[config.mk]
export PLATFORM = sky130hd
export DESIGN_NAME = dmem_arbiter_flat
export DESIGN_NICKNAME = d
export VERILOG_FILES = /design/src/rtl/dmem_arbiter_if.sv /design/src/rtl/dmem_arbiter.sv /design/src/flat_wrapper.sv
export SDC_FILE = /design/constraint.sdc
export NUM_CORES = 1
export LEC_CHECK = 0
export ABC_AREA = 0
export CELL_PAD_IN_SITES_DETAIL_PLACEMENT = 0
export CELL_PAD_IN_SITES_GLOBAL_PLACEMENT = 1
export CORE_MARGIN = 1
export CORE_UTILIZATION = 19
export CTS_BUF_LIST = sky130_fd_sc_hd__clkbuf_2
export DETAILED_ROUTE_END_ITERATION = 16
export PLACE_DENSITY_LB_ADDON = 0.1
export SKIP_CTS_REPAIR_TIMING = 1
export SLEW_MARGIN = 25
export SYNTH_ARGS = -nofsm -noshare
export SYNTH_HDL_FRONTEND = slang
export SYNTH_SLANG_ARGS = --single-unit
[constraint.sdc]
create_clock -name clk -period 4 [get_ports clk]
set_input_delay 0.8 -clock clk [delete_from_list [all_inputs] [get_ports clk]]
set_output_delay 0.8 -clock clk [all_outputs]
set_load 0.005 [all_outputs]
[src/rtl/dmem_arbiter_if.sv]
// rtl/dmem_arbiter_if.sv - secondary (loader/debug DMA) req/ack channel into the data RAM arbiter
interface dmem_arbiter_if #(
  parameter int ADDR_W = 16,
  parameter int DATA_W = 32
);
  logic              req;
  logic              we;
  logic [ADDR_W-1:0] addr;
  logic [DATA_W-1:0] wdata;
  logic              ack;
  logic [DATA_W-1:0] rdata;

  modport master (output req, we, addr, wdata, input ack, rdata);
  modport slave  (input req, we, addr, wdata, output ack, rdata);
endinterface

[src/rtl/dmem_arbiter.sv]
// rtl/dmem_arbiter.sv - CPU-priority data RAM arbiter; DMEM_ARB_STALL_EN adds a forced DMA grant on starvation
module dmem_arbiter #(
  parameter int ADDR_W       = 16,
  parameter int DATA_W       = 32,
  parameter int STARVE_LIMIT = 16
) (
  input  logic              clk,
  input  logic              reset,
  input  logic [ADDR_W-1:0] cpu_addr,
  input  logic [DATA_W-1:0] cpu_wdata,
  input  logic              cpu_we,
  input  logic              cpu_re,
  output logic [DATA_W-1:0] cpu_rdata,
  output logic              cpu_stall,
  dmem_arbiter_if.slave     dma,
  output logic [ADDR_W-1:0] mem_addr,
  output logic [DATA_W-1:0] mem_wdata,
  output logic              mem_we,
  input  logic [DATA_W-1:0] mem_rdata
);

`ifdef DMEM_ARB_STALL_EN
  localparam bit STALL_EN = 1'b1;
`else
  localparam bit STALL_EN = 1'b0;
`endif

  typedef enum logic {IDLE, ACK} state_t;

  state_t            state, state_n;
  logic              grant;
  logic              cpu_access;
  logic              starve_hit;
  logic [7:0]        wait_cnt;
  logic [DATA_W-1:0] rdata_q;

  // A stalled CPU holds its instruction, so its strobes must not reach the RAM.
  assign cpu_access = (cpu_re | cpu_we) & ~cpu_stall;
  assign starve_hit = (state == IDLE) && dma.req && !grant &&
                      (wait_cnt == 8'(STARVE_LIMIT));

  assign cpu_rdata = mem_rdata;
  assign dma.ack   = (state == ACK);
  assign dma.rdata = rdata_q;

  always_ff @(posedge clk) begin
    if (!reset) begin
      state     <= IDLE;
      wait_cnt  <= 8'd0;
      rdata_q   <= '0;
      cpu_stall <= 1'b0;
    end else begin
      state     <= state_n;
      cpu_stall <= STALL_EN && starve_hit;
      if (grant && !dma.we)
        rdata_q <= mem_rdata;
      if (grant || !dma.req)
        wait_cnt <= 8'd0;
      else if (state == IDLE && wait_cnt != 8'hFF)
        wait_cnt <= wait_cnt + 8'd1;
    end
  end

  always_comb begin
    state_n   = state;
    grant     = 1'b0;
    mem_addr  = cpu_addr;
    mem_wdata = cpu_wdata;
    mem_we    = 1'b0;
    case (state)
      IDLE: begin
        if (dma.req && !cpu_access) begin
          grant   = 1'b1;
          state_n = ACK;
        end
      end
      ACK:     state_n = IDLE;
      default: state_n = IDLE;
    endcase
    if (grant) begin
      mem_addr  = dma.addr;
      mem_wdata = dma.wdata;
      mem_we    = dma.we;
    end else if (cpu_access) begin
      mem_we = cpu_we;
    end
    if (!reset)
      mem_we = 1'b0;
  end

endmodule

[src/flat_wrapper.sv]
// flat-port wrapper written by rule: the top's interface ports become plain ports
module dmem_arbiter_flat 
#(
  parameter int ADDR_W       = 16,
  parameter int DATA_W       = 32,
  parameter int STARVE_LIMIT = 16
)
  (clk, reset, cpu_addr, cpu_wdata, cpu_we, cpu_re, cpu_rdata, cpu_stall, mem_addr, mem_wdata, mem_we, mem_rdata, dma_req, dma_we, dma_addr, dma_wdata, dma_ack, dma_rdata);
  dmem_arbiter_if #(.ADDR_W(ADDR_W), .DATA_W(DATA_W)) dma_i ();
  input  logic clk;
  input  logic reset;
  input  logic [ADDR_W-1:0] cpu_addr;
  input  logic [DATA_W-1:0] cpu_wdata;
  input  logic cpu_we;
  input  logic cpu_re;
  output logic [DATA_W-1:0] cpu_rdata;
  output logic cpu_stall;
  output logic [ADDR_W-1:0] mem_addr;
  output logic [DATA_W-1:0] mem_wdata;
  output logic mem_we;
  input  logic [DATA_W-1:0] mem_rdata;
  input wire logic [$bits(dma_i.req)-1:0] dma_req;
  input wire logic [$bits(dma_i.we)-1:0] dma_we;
  input wire logic [$bits(dma_i.addr)-1:0] dma_addr;
  input wire logic [$bits(dma_i.wdata)-1:0] dma_wdata;
  output wire logic [$bits(dma_i.ack)-1:0] dma_ack;
  output wire logic [$bits(dma_i.rdata)-1:0] dma_rdata;
  assign dma_i.req = dma_req;
  assign dma_i.we = dma_we;
  assign dma_i.addr = dma_addr;
  assign dma_i.wdata = dma_wdata;
  assign dma_ack = dma_i.ack;
  assign dma_rdata = dma_i.rdata;
  dmem_arbiter #(.ADDR_W(ADDR_W), .DATA_W(DATA_W), .STARVE_LIMIT(STARVE_LIMIT)) u_core (.clk(clk), .reset(reset), .cpu_addr(cpu_addr), .cpu_wdata(cpu_wdata), .cpu_we(cpu_we), .cpu_re(cpu_re), .cpu_rdata(cpu_rdata), .cpu_stall(cpu_stall), .dma(dma_i), .mem_addr(mem_addr), .mem_wdata(mem_wdata), .mem_we(mem_we), .mem_rdata(mem_rdata));
endmodule
Word level (Yosys, flattened, before mapping):

Index checks and enable logic that the tools add are counted.

* register bits: 33
* bits in latches: 0
* RAM bits: 0
* memory bits (read-only): 0
* input port bits: 134
* output and inout port bits: 115
* word-level logic and storage cells: 16
* memories: 0

* $add $sub $neg: 0
* multiply operators: 0
* div/mod/pow operators: 0
* magnitude comparators: 0
* equality and inequality tests: 0
* shift-type cells: 0
* mux-type cells: 8
* bitwise operators: 2
* reduce and logical (&&, ||, !) cells: 4

Operators by type and width (number)
* 32-bit two-way mux: 1
* 16-bit two-way mux: 1
* 1-bit two-way mux: 5
* 1-bit logical AND: 2
* 1-bit zero test: 2
* 1-bit one-hot mux with 2 select lines: 1
* 1-bit NOT: 1
* 1-bit OR: 1

Depth between registers and ports, before layout:

Gate-level depths: netlist of run 1.

* depth in word-level cells: 7
* gate-level depth with buffers: 5
* depth with buffers taken out: 3

Least setup slack after synthesis of run 1:

No wires, ideal clock.

* path type: input to output
* start: in cpu_we
* end: out mem_addr[0]
* data arrival time: 1.719 ns
* required time: 3.200 ns
* setup slack: 1.481 ns
* stages on the path: 3
* path buffers: 1
* path through: nor4b_4 buf_2 mux2_2

* cells in the longest elaborated chain, start to end: 6

Ends and longest elaborated chain
* start: declaration: RTL line flat_wrapper.sv:14 `input logic cpu_we;`
* 1-bit OR: RTL line dmem_arbiter.sv:38 `assign cpu_access = (cpu_re | cpu_we) & ~cpu_stall;`
* 1-bit zero test: RTL line dmem_arbiter.sv:72 `if (dma.req && !cpu_access) begin`
* 1-bit logical AND: RTL line dmem_arbiter.sv:72
* 1-bit two-way mux: RTL line dmem_arbiter.sv:72
* 1-bit two-way mux: RTL line dmem_arbiter.sv:70 `case (state)`
* 16-bit two-way mux: RTL line dmem_arbiter.sv:80 `if (grant) begin`
* end: declaration: RTL line flat_wrapper.sv:18 `output logic [ADDR_W-1:0] mem_addr;`

Every way passes these cells.

Worst setup path in the final report of run 1:

* start: in cpu_we
* end: out mem_addr[3]

Same word-level chain as after synthesis.

==> results of run 1 <==
-- kinds of logic (layout without fill, tap and decap cells) --
| logic type | after synthesis | in the layout |
|---|---|---|
| multiplexers | 80 | 80 |
| buffers and inverters | 49 | 258 |
| AND/OR/NAND/NOR | 68 | 68 |
| AO/OA/AOI/OAI | 1 | 1 |
| flip-flops | 33 | 33 |
| other | 1 | 1 |
-- metrics by stage --
step / std cells / hold slack (ns) / total power [mW]
global route: 581 / 0.484 / 0.971
floorplan: 232 / 0.451 / 0.455
global placement: 573 / 0.442 / 0.699
CTS: 581 / 0.471 / 0.941
detailed placement: 573 / 0.447 / 0.700
finish: 581 / 0.468 / 0.915
-- final timing paths --
| check | to | cells past startpoint | slack, ns |
|---|---|---|---|
| worst max-delay path | mem_addr[3] | 5 | 0.35 |
| worst min-delay path | u_core.dma.rdata[14]$_SDFFE_PN0P_ | 2 | 0.47 |
| worst max register to register | u_core.dma.rdata[10]$_SDFFE_PN0P_ | 5 | 1.93 |
| worst min register to register | u_core.dma.rdata[14]$_SDFFE_PN0P_ | 2 | 0.47 |
-- flip-flops by register name, indices dropped and copies added, names as in the netlist --
| name | count |
|---|---|
| u_core.dma.ack | 1 |
| u_core.dma.rdata | 32 |
-- worst max-delay path: stages --
cell	delay [ns]
clkdlybuf4s50_1	0.47
nor4b_4	0.36
buf_12	0.30
mux2_2	0.41
clkdlybuf4s50_1	0.48
-- final cells by class --
type                       instances  area [sq um]
tap                              140           175
multi-input combinational        150          1160
clock buffer                       6          30.0
sequential                        33           661
fill                            1108          6380
clock inverter                     2          33.8
timing repair buffer             250          2500
-- synth_stat cells --
library cell  instances
and2_1                1
buf_2                 6
buf_4                33
buf_6                 3
clkbuf_1              7
conb_1                1
dfxtp_1              33
mux2_2               48
mux2i_1              32
nand2_1              64
nor2_1                1
nor2b_1               1
nor4b_4               1
o21ai_0               1
-- routing by layer --
metal / part of all wire (%) / vias up / track usage [%] / wire [um]
met5: 0.13 / - / 0 / 12
met4: 0.49 / 2 / 3.57 / 47
met3: 9.7 / 4 / 4.82 / 918
met2: 53 / 116 / 30.2 / 5080
met1: 36 / 1050 / 15.5 / 3450
li1: - / 1157 / - / -
-- report_power, final --
part / leakage, nW / total [mW] / switching, mW / internal, mW
Sequential: 0.267 / 0.340 / 0.00367 / 0.336
Combinational: 1.33 / 0.349 / 0.0974 / 0.251
Clock: 0.0406 / 0.226 / 0.119 / 0.107
Total: 1.64 / 0.915 / 0.220 / 0.695
==> flow_metrics.tcl, run 1 <==
set metrics [dict create \
    synth_nets 366 \
    clock_sinks 33 \
    power_density_nw_per_um2 201 \
    p_leak_nw 1.64 \
    antennaDiodeCount 0 \
    outcome "completed" \
    skew_ns 0.00911 \
    critPathLaunch "cpu_we" \
    tns_ns 0 \
    r2r-start "u_core.dma.ack$_SDFF_PN0_" \
    layout_commonest_cell "clkdlybuf4s50_1" \
    dieHeight_um 108 \
    worstSetupStartpointType "input pin" \
    slew-limit-headroom_pct 58.9 \
    dp.final_hpwl_um 7790 \
    drtAntennaViolNets 0 \
    rsz0062_at_grt "no" \
    netlist_area_sq_um 2150 \
    vdd_drop_max_v 0.000143 \
    grt_pass1_wl_um 13300 \
    period_share_pct 91.3 \
    port_buffers 247 \
    synth_xor_area_share_pct 0 \
    netlist.area_leader.share_pct 30.8 \
    place_ws_ns 0.327 \
    fp.dieArea_sq_um 11700 \
    drc 0 \
    max_freq_mhz 274 \
    dr.pass1.iters 4 \
    core-area_sq_um 10900 \
    grt_max_degree 66 \
    ys_ff_latch 33 \
    area_delta_synth_final_pct 112 \
    antenna_found_initial 1 \
    synth_simple_gate_area_share_pct 13.0 \
    clk_path_buf_depth 2 \
    synth.avg_cell_area_sq_um 9.26 \
    worstSetupEndpointType "output port" \
    final_cell_mix "246 x clkdlybuf4s50_1, 64 x nand2_1, 48 x mux2_2" \
    cts_htree_levels 2 \
    rows 38 \
    cp_max_fo 49 \
    synth_top_family_by_area "multiplexers" \
    yosys.cell_types.count 14 \
    fin_nets 574 \
    cp_data_arrival_time_ns 2.85 \
    crit_type "in -> out" \
    synth_compound_area_share_pct 0.233 \
    synth_fa_ha_area_share_pct 0 \
    hold_viol_final 0 \
    placed_area_sq_um 4500 \
    setup_viol 0 \
    overflow 0 \
    clk_latency_ns 0.35 \
    grt_pass1_vias 2360 \
    worstHoldPathType "reg -> reg" \
    synthCells 232 \
    track_usage_pct 15.3 \
    final_layout_size_suffix_gt1_share_pct 13.8 \
    wire_per_inst_um 16.4 \
    path_clk_slew_ns 0.17 \
    synth.area.top_cells "dfxtp_1 31%, mux2_2 25%, mux2i_1 15%, buf_4 12%, nand2_1 11%" \
    min_period_ns 3.65 \
    cts_made_buffers 5 \
    yosys_warnings 0 \
    num_vias 2329 \
    min_from "u_core.dma.rdata[14]$_SDFFE_PN0P_" \
    gp_congestion 0.781 \
    seq_area_frac_synth_pct 30.8 \
    routed_via_density 4.01 \
    yosysTopAreaCell "dfxtp_1" \
    drt_iter0_markers 62 \
    routed_wl_um 9510 \
    max-cap-violations 0 \
    final_core_util_pct 41.7 \
    finalWorstSetupSlack_ns 0.348 \
    muxShareOfSynthArea_pct 40.1 \
    worst_pin_slew_ns 0.617 \
    die_w_um 108 \
    stdcell_area_sq_um 4560 \
    io-pin-count 249 \
    clockRootBuffer "clkbuf_2" \
    cts_tree "yes" \
    finalMaxSlewViolations 0 \
    start_util_pct 19.6 \
    worstPathRequired_ns 3.20 \
]
(Power assumes the default switching activity.)
==> run 2: changes to the inputs <==
ABC_AREA = 1   (was 0)
CORE_UTILIZATION = 20   (was 19)
CTS_CLUSTER_DIAMETER = 100   (was default)
==> run 2 against run 1 <==
Routed wire length grew 22%; clock skew about the same; largest cell class unchanged; core utilization shrank 1.9 points; worst hold slack gained 0.051 ns; total power up 9.2%.
==> flow_metrics.tcl, run 2 <==
set metrics [dict create \
    dp.final_hpwl_um 8540 \
    pwr-share-clk_pct 23.3 \
    final_core_util_pct 39.8 \
    dp_cells 841 \
    antenna_found_initial 0 \
    swShare_pct 28.9 \
    die_w_um 117 \
    hold_viol_final 0 \
    worstPathRequired_ns 3.20 \
    netlist_area_sq_um 2650 \
    rows 41 \
    cts_tree "yes" \
    overflow 0 \
    routed_wl_um 11600 \
    dr.pass1.iters 4 \
    ff2ff_setup_slack_ns 2.45 \
    max-cap-violations 0 \
    critPathLaunch "cpu_we" \
    area_delta_synth_final_pct 92.2 \
    slew-limit-headroom_pct 65.6 \
    synth_nets 613 \
    final_layout_size_suffix_gt1_share_pct 4.43 \
    routed_via_density 4.04 \
    port_buffers 247 \
    tns_ns 0 \
    clk_path_buf_depth 2 \
    rsz0062_at_grt "no" \
    vdd_drop_max_v 0.000114 \
    r2r-start "u_core.dma.ack$_SDFF_PN0_" \
    power_density_nw_per_um2 196 \
    final_cell_mix "247 x clkdlybuf4s50_1, 162 x nand2_1, 88 x inv_1" \
    cts_made_buffers 5 \
    synth.avg_cell_area_sq_um 5.53 \
    place_ws_ns 0.552 \
    crit_type "in -> out" \
    fill_cells 1387 \
    yosysTopAreaCell "dfxtp_1" \
    internal-power_uw 711 \
    antennaDiodeCount 0 \
    finalWorstSetupSlack_ns 0.567 \
    min_from "u_core.dma.rdata[5]$_SDFFE_PN0P_" \
    io-pin-count 249 \
    synthTopCellsByCount "162 x nand2_1, 88 x inv_1, 48 x nand3_1" \
    core-area_sq_um 12800 \
    worstHoldPathType "reg -> reg" \
    gp_congestion 0.752 \
    grt_max_degree 83 \
    worstSetupStartpointType "input pin" \
    cts_htree_levels 2 \
    ys_ff_latch 33 \
    p_sw_uw 289 \
    grt_pass1_vias 2982 \
    period_share_pct 85.8 \
    drtAntennaViolNets 0 \
    cp_data_arrival_time_ns 2.63 \
    p_seq_share_pct 34.8 \
    stdcell_count 849 \
    worst_pin_slew_ns 0.516 \
    synth-main-ff-cell "dfxtp_1" \
    synth-edff-count 0 \
    clk_latency_ns 0.37 \
    drt_iter0_markers 137 \
    outcome "completed" \
    path_clk_slew_ns 0.18 \
    cp_max_fo 42 \
    num_vias 3426 \
    dieHeight_um 117 \
    largest_register_ffs 32 \
    clockRootBuffer "clkbuf_2" \
    start_util_pct 20.7 \
    yosys.cell_types.count 14 \
    netlist.area_leader.share_pct 25.0 \
    synth.most_common_cell "nand2_1" \
    setup_viol 0 \
    finalMaxSlewViolations 0 \
    p_leak_nw 2.40 \
    max_freq_mhz 291 \
    seq_area_frac_synth_pct 25.0 \
    clock_sinks 33 \
    power_frac_comb_pct 42.0 \
    fin_nets 810 \
    synth.area.top_cells "dfxtp_1 25%, nand2_1 23%, inv_1 12%, buf_4 9.9%, nand3_1 9.1%" \
    skew_ns 0.00923 \
    min_period_ns 3.43 \
    drc 0 \
    worstSetupEndpointType "output port" \
    track_usage_pct 15.6 \
    async_flop_share_pct 0 \
    holdWs_ns 0.519 \
    wire_per_inst_um 13.7 \
    layout_commonest_cell "clkdlybuf4s50_1" \
    grt_pass1_wl_um 16300 \
    fp.dieArea_sq_um 13700 \
    yosys_warnings 0 \
    synthCells 479 \
]
[run 2: cell types whose count changed after synthesis, sizes merged, moves of 35 or more]
cell / before / now
inv: 0 / 99
mux2: 48 / 0
nand2: 64 / 162
nand3: 0 / 49
nor2: 1 / 36
[run 2: final cells by class]
type,instances,area [sq um],share of cell area [%]
sequential,33,661,13.0
multi-input combinational,281,1220,24.1
clock buffer,6,30.0,0.590
tap,172,215,4.23
timing repair buffer,256,2550,50.2
inverter,99,372,7.30
clock inverter,2,33.8,0.664
[run 2: kinds of logic after synthesis]
| family | Yosys count | synth area share, % |
|---|---|---|
| AND/OR/NAND/NOR | 279 | 45.4 |
| buffers and inverters | 165 | 29.3 |
| flip-flops | 33 | 25.0 |
| AO/OA/AOI/OAI | 1 | 0.189 |
| other | 1 | 0.142 |
[run 2: final timing paths]
path / depth (start not counted) / to
max reg2reg: 7 / u_core.dma.rdata[2]$_SDFFE_PN0P_
min: 4 / u_core.dma.rdata[5]$_SDFFE_PN0P_
min reg2reg: 4 / u_core.dma.rdata[5]$_SDFFE_PN0P_
max: 6 / mem_wdata[9]
[run 2: power groups by stage]
stage | Clock, mW | Sequential [mW] | Combinational, mW
2_1_floorplan | 0 | 0.355 | 0.151
3_3_place_gp | 0 | 0.354 | 0.423
3_5_place_dp | 0 | 0.354 | 0.423
4_1_cts | 0.249 | 0.348 | 0.425
5_1_grt | 0.260 | 0.349 | 0.460
6_report | 0.232 | 0.347 | 0.420
[run 2: layer usage]
| metal | vias up | part of all wire, % | track usage (%) |
|---|---|---|---|
| met5 | - | 0 | 0 |
| met4 | 0 | 0.40 | 2.53 |
| met3 | 5 | 6.0 | 2.68 |
| met2 | 127 | 51 | 28.2 |
| met1 | 1507 | 43 | 19.6 |
| li1 | 1787 | - | - |
[run 2: metrics by stage]
step	cell area [sq um]	total power, mW
after global routing	5090	1.07
after detailed placement	5020	0.777
after CTS	5090	1.02
final	5090	0.999
after global placement	5020	0.776
after floorplan	2650	0.505
[run 2: worst max-delay path: stages]
cell,delay [ns]
clkdlybuf4s50_1,0.46
nor2_4,0.14
buf_4,0.44
nand3_1,0.15
nand2_1,0.10
clkdlybuf4s50_1,0.53
